**config.mk**
```make
export PLATFORM = sky130hd
export DESIGN_NAME = result_uart_tx
export DESIGN_NICKNAME = d
export VERILOG_FILES = /design/src/rtl/result_uart_tx.sv
export SDC_FILE = /design/constraint.sdc
export NUM_CORES = 1
export LEC_CHECK = 0
export CORE_MARGIN = 3
export CORE_UTILIZATION = 50
export CTS_CLUSTER_DIAMETER = 200
export DETAILED_ROUTE_END_ITERATION = 7
export GPL_ROUTABILITY_DRIVEN = 0
export GPL_TIMING_DRIVEN = 1
export HOLD_SLACK_MARGIN = 0.08
export PLACE_DENSITY = 0.66
export SLEW_MARGIN = 20
export SYNTH_ARGS = -nofsm -noshare
export SYNTH_HDL_FRONTEND = slang
export SYNTH_SLANG_ARGS = --single-unit
```
**constraint.sdc**
```tcl
create_clock -name CLK -period 4.5 [get_ports CLK]
set_clock_uncertainty 0.2 [all_clocks]
set_input_delay 0.9 -clock CLK [delete_from_list [all_inputs] [get_ports CLK]]
set_output_delay 0.9 -clock CLK [all_outputs]
set_load 0.01 [all_outputs]
```
**src/rtl/result_uart_tx.sv**
```systemverilog
// Frame-buffered 8N1 UART transmitter for the systolic array's result words.
// Buffers N_WORDS results, then sends a header byte followed by every word, MSB byte first.
module result_uart_tx #(
  parameter int          CLKS_PER_BIT = 868,
  parameter int          N_WORDS      = 16,
  parameter int          WORD_W       = 16,
  parameter logic [7:0]  HDR_BYTE     = 8'hA5
) (
  input  logic                       CLK,
  input  logic                       RST,
  input  logic [WORD_W-1:0]          result_in,
  input  logic                       result_valid,
  output logic                       TxD,
  output logic                       tx_busy,
  output logic                       frame_done,
  output logic                       overflow,
  output logic [$clog2(N_WORDS):0]   words_held
);

  localparam int IDX_W  = (N_WORDS > 1) ? $clog2(N_WORDS) : 1;
  localparam int CNT_W  = $clog2(N_WORDS) + 1;
  localparam int BPW    = WORD_W / 8;
  localparam int BSEL_W = (BPW > 1) ? $clog2(BPW) : 1;
  localparam int BAUD_W = (CLKS_PER_BIT > 1) ? $clog2(CLKS_PER_BIT) : 1;
  localparam logic [BAUD_W-1:0] BAUD_MAX = BAUD_W'(CLKS_PER_BIT - 1);
  localparam logic [CNT_W-1:0]  CNT_LAST = CNT_W'(N_WORDS - 1);
  localparam logic [CNT_W-1:0]  CNT_FULL = CNT_W'(N_WORDS);
  localparam logic [BSEL_W-1:0] BSEL_MAX = BSEL_W'(BPW - 1);

  typedef enum logic [1:0] {S_COLLECT, S_SEND, S_DONE} state_t;

  state_t              r_state, w_next;
  logic [WORD_W-1:0]   r_buf [N_WORDS];
  logic [CNT_W-1:0]    r_words;
  logic [CNT_W-1:0]    r_widx;
  logic [BSEL_W-1:0]   r_bsel;
  logic [BAUD_W-1:0]   r_baud;
  logic [3:0]          r_bit;
  logic [7:0]          r_shift;
  logic                r_txd, r_busy, r_done, r_ovf;

  logic                w_fill, w_bit_end, w_byte_end, w_last;
  logic [WORD_W-1:0]   w_word;
  logic [7:0]          w_next_byte;

  assign w_fill      = (r_state == S_COLLECT) && result_valid && (r_words == CNT_LAST);
  assign w_bit_end   = (r_baud == BAUD_MAX);
  assign w_byte_end  = w_bit_end && (r_bit == 4'd9);
  // r_widx points at the next word to load, so it reaches N_WORDS once the last byte is in flight
  assign w_last      = (r_widx == CNT_FULL);
  assign w_word      = r_buf[r_widx[IDX_W-1:0]];
  assign w_next_byte = w_word[(BPW - 1 - int'(r_bsel)) * 8 +: 8];

  always_ff @(posedge CLK) begin
    if (RST) r_state <= S_COLLECT;
    else     r_state <= w_next;
  end

  always_comb begin
    w_next = r_state;
    case (r_state)
      S_COLLECT: if (w_fill) w_next = S_SEND;
      S_SEND:    if (w_byte_end && w_last) w_next = S_DONE;
      S_DONE:    w_next = S_COLLECT;
      default:   w_next = S_COLLECT;
    endcase
  end

  // Buffer storage needs no reset; words_held alone says what is valid.
  always_ff @(posedge CLK) begin
    if (!RST && (r_state == S_COLLECT) && result_valid)
      r_buf[r_words[IDX_W-1:0]] <= result_in;
  end

  always_ff @(posedge CLK) begin
    if (RST) begin
      r_txd   <= 1'b1;
      r_busy  <= 1'b0;
      r_done  <= 1'b0;
      r_ovf   <= 1'b0;
      r_words <= '0;
      r_widx  <= '0;
      r_bsel  <= '0;
      r_baud  <= '0;
      r_bit   <= '0;
      r_shift <= '0;
    end else begin
      r_done <= 1'b0;
      case (r_state)
        S_COLLECT: begin
          if (result_valid) r_words <= r_words + 1'b1;
          if (w_fill) begin
            r_txd   <= 1'b0;
            r_busy  <= 1'b1;
            r_shift <= HDR_BYTE;
            r_baud  <= '0;
            r_bit   <= '0;
            r_widx  <= '0;
            r_bsel  <= '0;
          end
        end
        S_SEND: begin
          if (result_valid) r_ovf <= 1'b1;
          if (!w_bit_end) begin
            r_baud <= r_baud + 1'b1;
          end else begin
            r_baud <= '0;
            if (r_bit < 4'd8) begin
              r_txd   <= r_shift[0];
              r_shift <= {1'b0, r_shift[7:1]};
              r_bit   <= r_bit + 1'b1;
            end else if (r_bit == 4'd8) begin
              r_txd <= 1'b1;
              r_bit <= 4'd9;
            end else if (w_last) begin
              r_busy <= 1'b0;
              r_done <= 1'b1;
            end else begin
              // Next byte starts immediately: no idle time between bytes
              r_txd   <= 1'b0;
              r_bit   <= '0;
              r_shift <= w_next_byte;
              if (r_bsel == BSEL_MAX) begin
                r_bsel <= '0;
                r_widx <= r_widx + 1'b1;
              end else begin
                r_bsel <= r_bsel + 1'b1;
              end
            end
          end
        end
        S_DONE: begin
          if (result_valid) r_ovf <= 1'b1;
          r_words <= '0;
        end
        default: ;
      endcase
    end
  end

  assign TxD        = r_txd;
  assign tx_busy    = r_busy;
  assign frame_done = r_done;
  assign overflow   = r_ovf;
  assign words_held = r_words;

endmodule

```
==> results of run 1 <==
[worst register-to-register path: stages (launching register included)]
cell and delay (ns):
dfxtp_1 0.36, ha_1 0.27, and3_1 0.20, ha_1 0.21, a21boi_0 0.24, and4b_1 0.33
o21ai_0 0.68, a21oi_1 0.20, o21bai_1 0.21
[final cells by class]
type / count / area [µm²] / share of cell area (%)
inverter: 17 / 63.8 / 0.463
sequential: 299 / 8550 / 62.0
tap: 319 / 399 / 2.89
antenna: 1 / 2.50 / 0.0182
clock inverter: 12 / 129 / 0.935
multi-input combinational: 364 / 3350 / 24.3
timing repair buffer: 54 / 485 / 3.52
clock buffer: 42 / 806 / 5.84
[cell usage in the layout, fill, tap and decap left out, types with 14 or more instances in the layout]
master | Yosys | routed
a21oi_1 | 24 | 24
buf_4 | 5 | 26
clkbuf_16 | 0 | 30
clkdlybuf4s50_1 | 0 | 27
dfxtp_1 | 43 | 40
edfxtp_1 | 256 | 256
ha_1 | 14 | 14
inv_1 | 16 | 16
mux2_2 | 20 | 20
mux4_2 | 48 | 48
nand2_1 | 24 | 24
nor2_1 | 48 | 36
o21ai_0 | 20 | 20
[cells by family (layout without fill, tap and decap cells)]
logic type	Yosys count	in the layout	synth area share (%)
buffers and inverters	55	125	2.20
AND/OR/NAND/NOR	157	157	6.85
XOR/XNOR	8	8	0.578
flip-flops	299	299	70.6
multiplexers	78	78	12.4
adder cells (fa/ha/maj)	14	14	1.45
other	0	1	0
AO/OA/AOI/OAI	107	107	5.95
[stage by stage]
stage	cell area (µm²)	setup WS [ns]
after detailed placement	12800	0.936
after floorplan	12100	1.32
after global placement	12800	1.01
after global routing	13800	1.22
after CTS	13800	1.46
final	13800	1.46
[report_power, final]
group          internal [mW]  switching, mW
sequential              3.07         0.0252
clock                   1.36          0.991
combinational          0.140          0.255
total                   4.57           1.27
[worst min-delay path by stage]
| stage | start | slack, ns | cells after the start | to |
|---|---|---|---|---|
| floorplan | r_baud[8] | 0.24 | 2 | r_baud[8] |
| global placement | TxD | 0.26 | 1 | TxD |
| detailed placement | overflow | 0.26 | 2 | overflow |
| CTS | overflow | 0.28 | 2 | overflow |
| global route | r_shift[2] | 0.30 | 2 | r_shift[2] |
| finish | overflow | 0.27 | 2 | overflow |
[sequential cells by signal, summed over array words and instances (netlist names), named ones only]
register / cells
frame_done: 1
r_widx: 5
r_state: 2
r_shift: 8
r_baud: 10
r_buf: 256
r_bsel: 1
r_bit: 4
tx_busy: 1
words_held: 5
overflow: 1
TxD: 1
[routing by layer]
metal  wire, µm  track usage, %  vias up  share of wire, %
li1           -               -     2977                 -
met1      10600            26.6     3390                41
met2      13200            34.9      213                50
met3       1580            3.93       44               6.0
met4        767            5.82        0               2.9
met5          0               0        -                 0
==> summary.txt, run 1 <==
DRT
--------------------------------------------------------------------------------
Remaining antenna violation count                                              0
DRC                                                                            0
Mean routed wirelength per cell                                          23.6 µm
Total routed wirelength                                                 26200 µm
Total via count after detailed routing                                      6624
Number of iterations in the first detailed-routing pass                        5
Number of vias per cell after detailed routing                              5.98
Starting DRT DRC Count                                                       557

FLOORPLAN
--------------------------------------------------------------------------------
# IOs                                                                         28
Die width                                                                 162 µm
Die height                                                                162 µm
Std-Cell Core Area                                                    0.0236 mm²
Initial core utilization                                                   51.3%
Die footprint                                                         0.0261 mm²
Number of rows created at floorplan                                           56

CLOCK TREE
--------------------------------------------------------------------------------
Clock latency reported for the late side of the worst-skew pair          0.56 ns
Max clock buf depth                                                            3
TritonCTS clock tree                                                         yes
Number of buffers created by CTS                                              30
CTS H-Tree Depth                                                               1
Number of setup buffers added after CTS                                        0
Quantity of hold-fixing buffers added after cts                                0
Post-cts repair resize count                                                   0
Clk sinks                                                                    299
CTS Root Cell                                                          clkbuf_16
Worst-path clk slew                                                      0.06 ns

YOSYS
--------------------------------------------------------------------------------
Count of yosys warnings during synthesis                                       0
Number of synthesized flops with an enable pin                               256
Share of Yosys cell area claimed by the top area cell type                 63.5%
Average footprint of a synthesized cell                                 16.9 µm²
Asr flop ratio synth                                                          0%
Seq/Total Area, Yosys                                                      70.6%
Commonest register cell after synthesis                                 edfxtp_1
Most instantiated library cell after synthesis                          edfxtp_1
Area of the mapped netlist                                            0.0121 mm²
Unique cell type count in the Yosys netlist                                   62
Synth top cells by count                                            256 x edfxtp_1, 48 x mux4_2, 48 x nor2_1, 43 x dfxtp_1
Synthesized Nets                                                             751
Cell taking the most area after synthesis                               edfxtp_1
Syn Inst Count                                                               718
Seq cells post-synth                                                         299
Leading post-synthesis cells by cell area                           edfxtp_1 63%, mux4_2 8.9%, dfxtp_1 7.1%

PLACE
--------------------------------------------------------------------------------
Instance count after placement with tap cells included                      1053
Estimated wirelength of the detail-placed design                        15800 µm
Port bufs                                                                     27

LAYOUT
--------------------------------------------------------------------------------
Post-layout net count                                                        799
Fraction of layout cells with a size suffix above 1                        20.2%
Post-layout instance count excluding filler cells                           1108
Area growth from synthesis to layout                                       13.8%
Post-Route Utilization                                                     58.4%
Number of filler cells placed in the layout                                 1787

WORST SETUP PATH
--------------------------------------------------------------------------------
Critical path depth                                                            6
Critical path required time                                              4.74 ns
Cell with the largest stage delay on the worst path                      o21ai_0
Category of the worst setup path launch point                       primary input
Number of buffers and inverters on the critical path                           1
Worst setup path start                                              result_valid
Cells along the critical path                                       clkdlybuf4s50_1, a21boi_0, and4b_1, o21ai_0, a21oi_1, o21bai_1
Kind of end point of the critical path                                  register
Flop-to-flop setup slack                                                 1.49 ns
Crit path capture                                                     r_shift[6]
Number of cells traversed by the worst register-to-register path               8
CP delay by family, top                                             compound AO/OA/AOI/OAI gates
R2R Path End                                                          r_shift[6]
CP max stage delay                                                       0.67 ns
CP Class                                                            primary input to register
Worst Path Arrival                                                       3.28 ns
Launching point of the worst reg2reg path                           words_held[0]
Maximum fanout along the worst path                                           11

OUTCOME
--------------------------------------------------------------------------------
Run status                                                          finished clean

TIMING
--------------------------------------------------------------------------------
Final hold slack                                                        0.267 ns
Worst Max-Slew Pin Slew                                                 0.955 ns
Setup-violating endpoint count in the final report                             0
Achievable Freq                                                          329 MHz
Clock period minus final worst setup slack                               3.04 ns
Final slew viol count                                                          0
Number of endpoints with negative hold slack in the final report               0
Setup TNS after final layout                                                0 ns
Share of the cycle needed by the critical path after routing               67.6%
Unrepaired setup endpoints after global routing                               no
Max transition margin                                                      36.2%

POWER AND IR DROP
--------------------------------------------------------------------------------
Peak supply drop                                                        0.386 mV
Areal power density over the cells                                    424 mW/mm²
Static Leak                                                              4.32 nW
Final Total Pwr                                                          5.84 mW

FLOW RUN
--------------------------------------------------------------------------------
Max capacitance violation total                                                0

GLOBAL ROUTE
--------------------------------------------------------------------------------
Number of antenna violations at the first check in global routing              1
Number of global-route vias before repair                                   6844
Pin count of the biggest net entering global routing                          54
Tot GR Track Use                                                           20.3%
Remaining Overflow, GRT                                                        0
Wire length of the first global-routing pass                            40400 µm

MIN PATH
--------------------------------------------------------------------------------
Hold WC Path Type                                                   register to register

(Power assumes the default switching activity.)
==> inputs of run 2 (changes only) <==
--- a/config.mk
+++ b/config.mk
@@ -12,7 +12,7 @@
 export GPL_ROUTABILITY_DRIVEN = 0
 export GPL_TIMING_DRIVEN = 1
 export HOLD_SLACK_MARGIN = 0.08
-export PLACE_DENSITY = 0.66
+export PLACE_DENSITY = 0.69
 export SLEW_MARGIN = 20
 export SYNTH_ARGS = -nofsm -noshare
 export SYNTH_HDL_FRONTEND = slang
==> constraint.sdc (replaced) <==
create_clock -name CLK -period 2.4 [get_ports CLK]
set_clock_uncertainty 0.2 [all_clocks]
set_input_delay 0.48 -clock CLK [delete_from_list [all_inputs] [get_ports CLK]]
set_output_delay 0.48 -clock CLK [all_outputs]
set_load 0.01 [all_outputs]
==> run 2 against run 1 <==
Effect of this change:
- global-route usage up 0.26 points
- critical endpoint is now words_held[3]
- clock power grew 95%
- clock-buffer cell count shrank 11
==> summary.txt, run 2 (synthesis results as in run 1) <==
WORST SETUP PATH
-------------------------------------------------------------------------------------
R2R Path End                                                               r_shift[0]
Maximum fanout along the worst path                                                10
CP Class                                                                 register to primary output
Category of the worst setup path launch point                                register
Number of buffers and inverters on the critical path                                2
Worst Path Arrival                                                            1.66 ns
CP delay by family, top                                                  buffers and inverters
Cells along the critical path                                            buf_6, clkdlybuf4s50_1
CP max stage delay                                                            0.56 ns
Kind of end point of the critical path                                   primary output
Number of cells traversed by the worst register-to-register path                    6
Critical path required time                                                   1.72 ns
Critical path depth                                                                 2
Flop-to-flop setup slack                                                      0.06 ns
Cell with the largest stage delay on the worst path                      clkdlybuf4s50_1

DRT
-------------------------------------------------------------------------------------
Number of vias per cell after detailed routing                                   5.95
Total routed wirelength                                                      26300 µm
Starting DRT DRC Count                                                            569
Number of iterations in the first detailed-routing pass                             5
Total via count after detailed routing                                           6934
Remaining antenna violation count                                                   0
DRC                                                                                 0
Mean routed wirelength per cell                                               22.6 µm

POWER AND IR DROP
-------------------------------------------------------------------------------------
Static Leak                                                                   4.66 nW
Power dissipated by switching net loads                                       2.53 mW
Net Sw Frac                                                                     22.3%
Cell-internal power                                                           8.79 mW
Peak supply drop                                                             0.673 mV
Proportion of power drawn by the clock network                                  40.5%
Share of total power in sequential cells                                        51.2%
Areal power density over the cells                                         780 mW/mm²
Power share of the combinational group                                           8.3%

FLOORPLAN
-------------------------------------------------------------------------------------
Die width                                                                      162 µm
Die height                                                                     162 µm
Die footprint                                                              0.0261 mm²
Std-Cell Core Area                                                         0.0236 mm²
Initial core utilization                                                        51.3%
# IOs                                                                              28
Number of rows created at floorplan                                                56

TIMING
-------------------------------------------------------------------------------------
Worst Max-Slew Pin Slew                                                      0.727 ns
Achievable Freq                                                               428 MHz
Final slew viol count                                                               0
Final worst slack                                                           0.0634 ns
Number of endpoints with negative hold slack in the final report                    0
Setup-violating endpoint count in the final report                                  0
Max transition margin                                                           51.4%
Clock period minus final worst setup slack                                    2.34 ns
Share of the cycle needed by the critical path after routing                    97.4%

LAYOUT
-------------------------------------------------------------------------------------
Leading cell types in the layout, fill and taps excluded                 256 x edfxtp_1, 71 x buf_4, 48 x mux4_2, 38 x dfxtp_1, 36 x nor2_1
Area taken by flip-flops and latches                                      0.00856 mm²
Number of flip-flops under the largest register name                              256
Area growth from synthesis to layout                                            19.8%
Fraction of layout cells with a size suffix above 1                             28.8%
Post-layout net count                                                             856
Number of filler cells placed in the layout                                      1690
Final design instance area without fill                                    0.0145 mm²
Most frequent standard cell in the layout excluding fill and tap cells       edfxtp_1
Multi-input logic area                                                    0.00346 mm²
Final antenna diode count                                                           0

CLOCK TREE
-------------------------------------------------------------------------------------
Quantity of hold-fixing buffers added after cts                                     0
Clk sinks                                                                         299
CTS Root Cell                                                               clkbuf_16
Worst-path clk slew                                                           0.06 ns
TritonCTS clock tree                                                              yes
Max clock buf depth                                                                 3
Clock latency reported for the late side of the worst-skew pair               0.56 ns
Number of buffers created by CTS                                                   29
CTS H-Tree Depth                                                                    1

FLOW RUN
-------------------------------------------------------------------------------------
Max capacitance violation total                                                     0

OUTCOME
-------------------------------------------------------------------------------------
Run status                                                               finished clean

GLOBAL ROUTE
-------------------------------------------------------------------------------------
Tot GR Track Use                                                                20.5%
Wire length of the first global-routing pass                                 41600 µm
Pin count of the biggest net entering global routing                               33
Remaining Overflow, GRT                                                             0
Number of antenna violations at the first check in global routing                   0
Number of global-route vias before repair                                        7107

PLACE
-------------------------------------------------------------------------------------
Estimated wirelength of the detail-placed design                             17300 µm
Worst setup slack before clock tree synthesis                               -0.256 ns
Instance area at placement                                                 0.0134 mm²
Port bufs                                                                          27

MIN PATH
-------------------------------------------------------------------------------------
Hold WC Path Type                                                        register to register
Endpoint of the worst hold path                                              overflow
Hold Crit Start                                                              overflow
Cells on Worst Hold Path                                                            2

-- run 2: worst max path at each step --
stage	from	endpoint
after floorplan	words_held[1]	r_bsel
after global placement	result_valid	r_buf[13][12]
after detailed placement	result_valid	r_buf[2][6]
after CTS	words_held[0]	register
after global routing	words_held[0]	r_widx[3]
final	words_held[3]	words_held[3]
-- run 2: tightest hold or removal path, cell delays in order (launching register included) --
cell and delay [ns]:
dfxtp_1 0.33, a21oi_1 0.04, nor2_1 0.07
-- run 2: cell type report --
cell class	count	area share (%)
inverter	17	0.440
clock inverter	23	1.66
timing repair buffer	112	7.30
tap	319	2.75
sequential	299	59.0
multi-input combinational	364	23.8
clock buffer	31	5.05
-- run 2: repair_timing --
item | in CTS | in global routing
cloned | 0 | 0
hold endpoints to repair | 0 | 0
setup endpoints to repair | 18 | 235
buffers inserted | 0 | 1
gates resized for setup | 14 | 21
pin swaps | 2 | 6
-- run 2: metal layers --
layer  up-vias  part of all wire [%]  track usage [%]
met4         0                   3.2             6.40
met1      3537                    42             28.9
li1       3091                     -                -
met2       248                    49             33.9
met5         -                     0                0
met3        58                   6.0             2.81
-- run 2: stage by stage --
stage                     hold slack (ns)  setup TNS, ns  cells  total power [mW]  util [%]
after floorplan                     0.245       -0.00817    718              6.37         -
final                               0.271              0   1165              11.3      61.5
after detailed placement            0.263         -59.66   1110              6.81      56.8
after global routing                0.296        -0.0158   1165              11.7      61.5
after CTS                           0.279        -0.0953   1164              11.4      61.1
after global placement              0.259         -52.59   1110              6.77      56.8
-- run 2: power by group through the flow --
stage	combinational [mW]	clock (mW)	sequential, mW
finish	0.936	4.58	5.80
global route	1.02	4.91	5.80
CTS	0.915	4.67	5.79
detailed placement	0.905	0	5.90
global placement	0.871	0	5.90
floorplan	0.461	0	5.91
